<file path="config.mk">
export PLATFORM = sky130hd
export DESIGN_NAME = sum_diff_sequencer
export DESIGN_NICKNAME = d
export VERILOG_FILES = /design/src/rtl/sum_diff_sequencer.sv
export SDC_FILE = /design/constraint.sdc
export NUM_CORES = 1
export LEC_CHECK = 0
export ABC_AREA = 1
export BUFFER_PORTS_ARGS = -buffer_cell sky130_fd_sc_hd__buf_2
export CAP_MARGIN = 20
export CORE_ASPECT_RATIO = 1.1
export CORE_MARGIN = 2
export CORE_UTILIZATION = 57
export CTS_CLUSTER_SIZE = 28
export DETAILED_ROUTE_END_ITERATION = 8
export PLACE_DENSITY = 0.83
export SYNTH_ARGS = -nofsm -noshare
export SYNTH_HDL_FRONTEND = slang
export SYNTH_HIERARCHICAL = 1
export SYNTH_SLANG_ARGS = --single-unit
</file>
<file path="constraint.sdc">
create_clock -name clock -period 4.6 [get_ports clock]
set_input_delay 0.69 -clock clock [delete_from_list [all_inputs] [get_ports clock]]
set_output_delay 0.69 -clock clock [all_outputs]
set_load 0.02 [all_outputs]
</file>
<file path="src/rtl/sum_diff_sequencer.sv">
// Evaluates (a + b) < (c - d) on 4-bit unsigned operands with one shared adder,
// stepping through ADD, SUB and CMP. A start/done handshake sequences each request.

module sds_adder4 (
   input  logic [3:0] x,
   input  logic [3:0] y,
   input  logic       cin,
   output logic [3:0] s,
   output logic       cout
);
   assign {cout, s} = {1'b0, x} + {1'b0, y} + {4'b0, cin};
endmodule

module sum_diff_sequencer (
   input  logic       clock,
   input  logic       reset,
   input  logic       start,
   input  logic [3:0] a,
   input  logic [3:0] b,
   input  logic [3:0] c,
   input  logic [3:0] d,
   output logic       busy,
   output logic       done,
   output logic       out,
   output logic [3:0] sum,
   output logic [3:0] diff,
   output logic       carry,
   output logic       borrow
);
   typedef enum logic [2:0] {IDLE, ADD, SUB, CMP, DONE} state_t;

   state_t     state, state_nxt;
   logic [3:0] ra, rb, rc, rd;
   logic [3:0] ax, ay, as;
   logic       acin, acout;

   always_ff @(posedge clock) begin
      if (reset) state <= IDLE;
      else       state <= state_nxt;
   end

   always_comb begin
      state_nxt = state;
      busy      = 1'b0;
      done      = 1'b0;
      case (state)
         IDLE: if (start) state_nxt = ADD;
         ADD:  begin busy = 1'b1; state_nxt = SUB;  end
         SUB:  begin busy = 1'b1; state_nxt = CMP;  end
         CMP:  begin busy = 1'b1; state_nxt = DONE; end
         DONE: begin done = 1'b1; state_nxt = IDLE; end
         default: state_nxt = IDLE;
      endcase
   end

   // Subtraction reuses the adder as c + ~d + 1; carry-out low means borrow.
   always_comb begin
      ax   = ra;
      ay   = rb;
      acin = 1'b0;
      if (state == SUB) begin
         ax   = rc;
         ay   = ~rd;
         acin = 1'b1;
      end
   end

   sds_adder4 u_add (.x(ax), .y(ay), .cin(acin), .s(as), .cout(acout));

   always_ff @(posedge clock) begin
      if (reset) begin
         ra     <= 4'd0;
         rb     <= 4'd0;
         rc     <= 4'd0;
         rd     <= 4'd0;
         sum    <= 4'd0;
         diff   <= 4'd0;
         carry  <= 1'b0;
         borrow <= 1'b0;
         out    <= 1'b0;
      end else begin
         case (state)
            IDLE: if (start) begin
               ra <= a;
               rb <= b;
               rc <= c;
               rd <= d;
            end
            ADD: begin
               sum   <= as;
               carry <= acout;
            end
            SUB: begin
               diff   <= as;
               borrow <= ~acout;
            end
            CMP:     out <= (sum < diff);
            default: ;
         endcase
      end
   end
endmodule

</file>
Word level (Yosys, flattened, before mapping)
Index checks and enable logic that the tools add are counted.
{ "totals": {"regBits": 30, "output_inout_bits": 13, "wordCells": 30} }
{ "op_classes": {"n_addsub": 2, "order_cmp": 1, "eq_ne": 5, "n_mux": 7, "bitwise_logic": 2, "n_reduce_logical": 3} }
{ "op_table": {"columns": ["operator", "n"], "rows": [
  ["case mux 3 bit (4 select lines)", 1],
  ["2-to-1 mux 4 bit", 2],
  ["equality test 3 x 2 -> 1 bit, second input constant", 2],
  ["adder 4 x 4 -> 5 bit", 1],
  ["adder 5 x 1 -> 5 bit", 1],
  ["less-than comparator 4 bit", 1],
  ["NOT 4 bit", 1],
  ["equality test 3 x 1 -> 1 bit, second input constant", 1],
  ["equality test 3 bit, second input constant", 1],
  ["zero test 3 bit", 1],
  ["2-to-1 mux 1 bit", 3],
  ["2-to-1 mux 3 bit", 1],
  ["OR reduction 3 bit", 1],
  ["inequality test 2 bit, second input constant", 1],
  ["AND reduction 2 bit", 1],
  ["NOT 1 bit", 1]
]} }

Longest topological paths before layout
{ "logic_depth": {"ltp_word": 5, "ltp_mapped": 13, "ltp_nobuf": 11} }

Cells and area by module
Netlist, hierarchy kept.
{ "by_module_without_submodules": {"columns": ["mod", "instances", "cells_each", "area_each_um2", "seq_area_each_um2"], "rows": [
  ["sum_diff_sequencer", 1, 166, 1317.5, 600.6],
  ["sds_adder4", 1, 25, 165.2, 0.0]
]} }

Worst setup path before layout
Ideal clock, no wire load.
{ "synth_timing": {"kind": "flip-flop to flip-flop", "start": "reg state[0]", "end": "reg sum[1]", "t_arrival_ps": 2153, "slack_ps": 2376, "stages_incl_launch_ff": 13, "n_path_buf": 2, "synth_period_minus_slack_ps": 2224, "cell_sequence": "dfxtp_1 > buf_4 > nor2_8 > nand2_4 > buf_2 > nand2_1 > o21ai_1 > fa_1 > inv_1 > fa_1 > inv_1 > nand4_1 > a21oi_1"} }
{ "synth_between": {"elab_chain_len": 4, "elab_cells_between_ends": 7, "cone_classes": "add/sub (2); eq/ne (2); mux (3)"} }
{ "synth_rtl": {"columns": ["item", "line_no", "rtl"], "rows": [
  ["start, declared", "32", "state_t state, state_nxt;"],
  ["start signal, assigned", "39", "else state <= state_nxt;"],
  ["equality test 3 x 2 -> 1 bit", "61", "if (state == SUB) begin"],
  ["2-to-1 mux 4 bit", "61", null],
  ["via ay[0]", "34", "logic [3:0] ax, ay, as;"],
  ["adder 4 x 4 -> 5 bit", "11", "assign {cout, s} = {1'b0, x} + {1'b0, y} + {4'b0, cin};"],
  ["adder 5 x 1 -> 5 bit", "11", null],
  ["via as[1]", "34", null],
  ["end signal, assigned", "90", "sum <= as;"],
  ["end, declared", "25", "output logic [3:0] sum,"]
]} }
The timed path passes the listed nets, and every way through them passes these cells.
A chain may end at the register's enable or synchronous reset.

Final worst setup path
Same ends and word-level chain as after synthesis.

==> key figures <==
Status
  – Status: completed

Layout
  – Commonest non-fill, non-tap cell in the layout: nand2_1
  – Nets@finish: 245
  – Most frequent cells in the layout: nand2_1 (41), buf_2 (31), dfxtp_1 (30), a21oi_1 (26), inv_1 (17)
  – Area Growth Syn to Fin: 13.2%
  – # fillers: 240
  – Layout cell share with drive strength beyond 1: 21.9%
  – Final instance area: 1680 µm²
  – Finished Layout Cells: 250
  – ANT cells: 0

Clock tree
  – Setup Buffers After CTS: 0
  – Max Buffers Root-to-Sink: 2
  – # hold bufs at CTS: 0
  – Number of buffers created by CTS: 5
  – Latest clock arrival within the worst-skew pair: 320 ps
  – CTS clk-pin slew, worst paths: 90 ps
  – H-tree levels: 2
  – Post-CTS resize count: 0
  – Sink Count: 30
  – Root Driver: clkbuf_4
  – CTS tree: done

STA
  – Worst slew pin tran: 552 ps
  – Period Utilization, post-route: 54.1%
  – Slew headroom: 63.2%
  – Max frequency: 402 MHz
  – Final Hold Vio Count: 0
  – Final Max Slew Viols: 0
  – RSZ-0062 raised after global routing: false
  – PnR worst setup slack: 2110 ps
  – Setup Viol. Count Final: 0
  – Final setup TNS: 0 ps
  – Final clock skew: 9.78 ps
  – Final min period: 2490 ps

Logic synthesis
  – Post-synthesis sequential area ratio: 40.5%
  – Total number of yosys warnings: 6
  – Synth unique cells: 23
  – Syn_nets: 218
  – Post-Syn Area per Cell: 7.76 µm²
  – #FFs+latches synth: 30
  – Cell Area, Synth: 1480 µm²
  – Syn Inst Count: 191

Place
  – Placed cell count: 242
  – DP HPWL: 2.13 mm
  – PortBufs: 31
  – Placed inst area: 1620 µm²
  – DP Worst Slack: 2150 ps
  – GPL Wtd Cong: 0.782

Hold path
  – Hold path startpoint: rc[1]$_SDFFE_PP0P_
  – WHS Path Cells: 2
  – Worst min-delay path class: reg2reg
  – Worst Hold End: rc[1]$_SDFFE_PP0P_

Route
  – DRC viols: 0
  – Vias post-DR: 1367
  – TritonRoute pass-1 iters: 5
  – Antenna-violating nets left: 0
  – DRT iter0 DRCs: 27
  – Routed vias/inst: 5.47
  – Per-cell routed wire length: 12.1 µm
  – Final WL: 3.02 mm

Die
  – Die Height: 57.5 µm
  – Die width: 52.6 µm
  – IO Count: 32
  – Die area: 3030 µm²
  – Area of the core: 2500 µm²
  – Initial Util: 59.4%
  – Num rows: 19

Critical path
  – Worst reg-to-reg setup slack: 2110 ps
  – Crit Reg-Reg Startpoint: state[0]$_SDFFE_PP0P_
  – Depth of the worst register-to-register path: 10
  – Worst Path Required: 4860 ps
  – Critical path arrival: 2750 ps
  – Reg-to-Reg End: sum[1]$_SDFFE_PP0P_
  – Crit Path Max Fanout: 28
  – Crit end category: flip-flop
  – Critical setup path kind: reg2reg
  – CP startpoint kind: flip-flop

Power
  – Combinational share of power: 23.3%
  – Leak: 0.744 nW
  – PwrDens: 349 nW/µm²
  – Switch Pwr: 183 µW
  – Net Sw Frac: 31.3%
  – Seq pwr share: 49.8%
  – Internal power: 403 µW
  – Maximum VDD drop: 0.295 mV
  – Clock Power Share: 26.9%

Global routing
  – Initial antenna violation count: 0
  – Total GRT Usage: 23.3%
  – Global-route wire length before repair: 5.21 mm
  – Vias in the first global route: 1296
  – Gr ovfl total: 0
  – Largest net degree at the start of global routing: 31

Run
  – Max-Cap Viols: 0
==> cell type report <==
cell class	count	area, µm²	area share (%)
Multi-Input combinational cell	129	746	44.4
Inverter	21	78.8	4.69
Sequential cell	30	601	35.8
Timing Repair Buffer	31	155	9.24
Clock inverter	1	5.00	0.298
Clock buffer	7	55.1	3.28
Tap cell	31	38.8	2.31
==> routing by layer <==
metal | GRT usage (%) | part of all wire [%] | up-vias
li1 | - | - | 692
met2 | 40.5 | 51 | 34
met1 | 25.8 | 43 | 635
met4 | 8.79 | 1.2 | 0
met3 | 7.85 | 4.4 | 6
met5 | 0 | 0 | -
==> synth_stat cells, drive strengths merged <==
| master | number | area share [%] |
|---|---|---|
| a211oi | 4 | 2.7 |
| a21oi | 26 | 8.8 |
| buf | 7 | 2.9 |
| clkbuf | 4 | 1.0 |
| dfxtp | 30 | 41 |
| fa | 2 | 2.7 |
| ha | 6 | 5.1 |
| inv | 21 | 5.3 |
| nand2 | 42 | 11 |
| nand3 | 7 | 3.0 |
| nand4 | 16 | 6.8 |
| nor2 | 9 | 3.4 |
| nor3 | 1 | 0.34 |
| o21ai | 10 | 3.4 |
| o21bai | 4 | 2.0 |
| or2 | 1 | 0.42 |
| xnor2 | 1 | 0.59 |
==> critical path, stage by stage (launching register included) <==
cell and delay, ps:
dfxtp_1 440, nor2_8 260, nand2_4 220, nand2_1 110, o21ai_1 90, fa_1 470, inv_1 90, fa_1 400
inv_1 90, nand4_1 90, a21oi_1 150
==> sequential cells by signal, indices dropped and copies added (netlist names), 3 cells and up <==
register and flops:
diff 4, ra 4, rb 4, rc 4
rd 4, sum 4, state 3
==> cells by family after synthesis <==
| family | synth area share, % |
|---|---|
| compound gates | 16.9 |
| xor+xnor | 0.591 |
| fa+ha+maj | 7.76 |
| buf+inv | 9.20 |
| flops | 40.5 |
| simple gates | 25.1 |
==> power groups by stage <==
stage | clock, mW | sequential [mW] | combinational (mW)
detailed placement | 0 | 0.298 | 0.136
floorplan | 0 | 0.302 | 0.100
global route | 0.174 | 0.294 | 0.153
CTS | 0.163 | 0.292 | 0.137
global placement | 0 | 0.297 | 0.130
finish | 0.157 | 0.292 | 0.137
==> stage by stage <==
step | hold slack [ps] | power (mW) | utilization (%)
2_1_floorplan | 429 | 0.402 | -
3_3_place_gp | 450 | 0.427 | 64.9
3_5_place_dp | 454 | 0.433 | 64.9
4_1_cts | 467 | 0.592 | 67.3
5_1_grt | 481 | 0.621 | 67.3
6_report | 463 | 0.586 | 67.3
==> worst max-delay path by stage <==
stage | start | to | slack (ps) | cells past startpoint
global route | state[0]$_SDFFE_PP0P_ | sum[1]$_SDFFE_PP0P_ | 1910 | 10
CTS | state[0]$_SDFFE_PP0P_ | sum[1]$_SDFFE_PP0P_ | 2140 | 10
global placement | state[0]$_SDFFE_PP0P_ | sum[1]$_SDFFE_PP0P_ | 2240 | 10
floorplan | state[0]$_SDFFE_PP0P_ | sum[1]$_SDFFE_PP0P_ | 2380 | 12
finish | state[0]$_SDFFE_PP0P_ | sum[1]$_SDFFE_PP0P_ | 2110 | 10
detailed placement | state[0]$_SDFFE_PP0P_ | sum[1]$_SDFFE_PP0P_ | 2150 | 10
No activity file was read; power rests on OpenSTA's default activity.
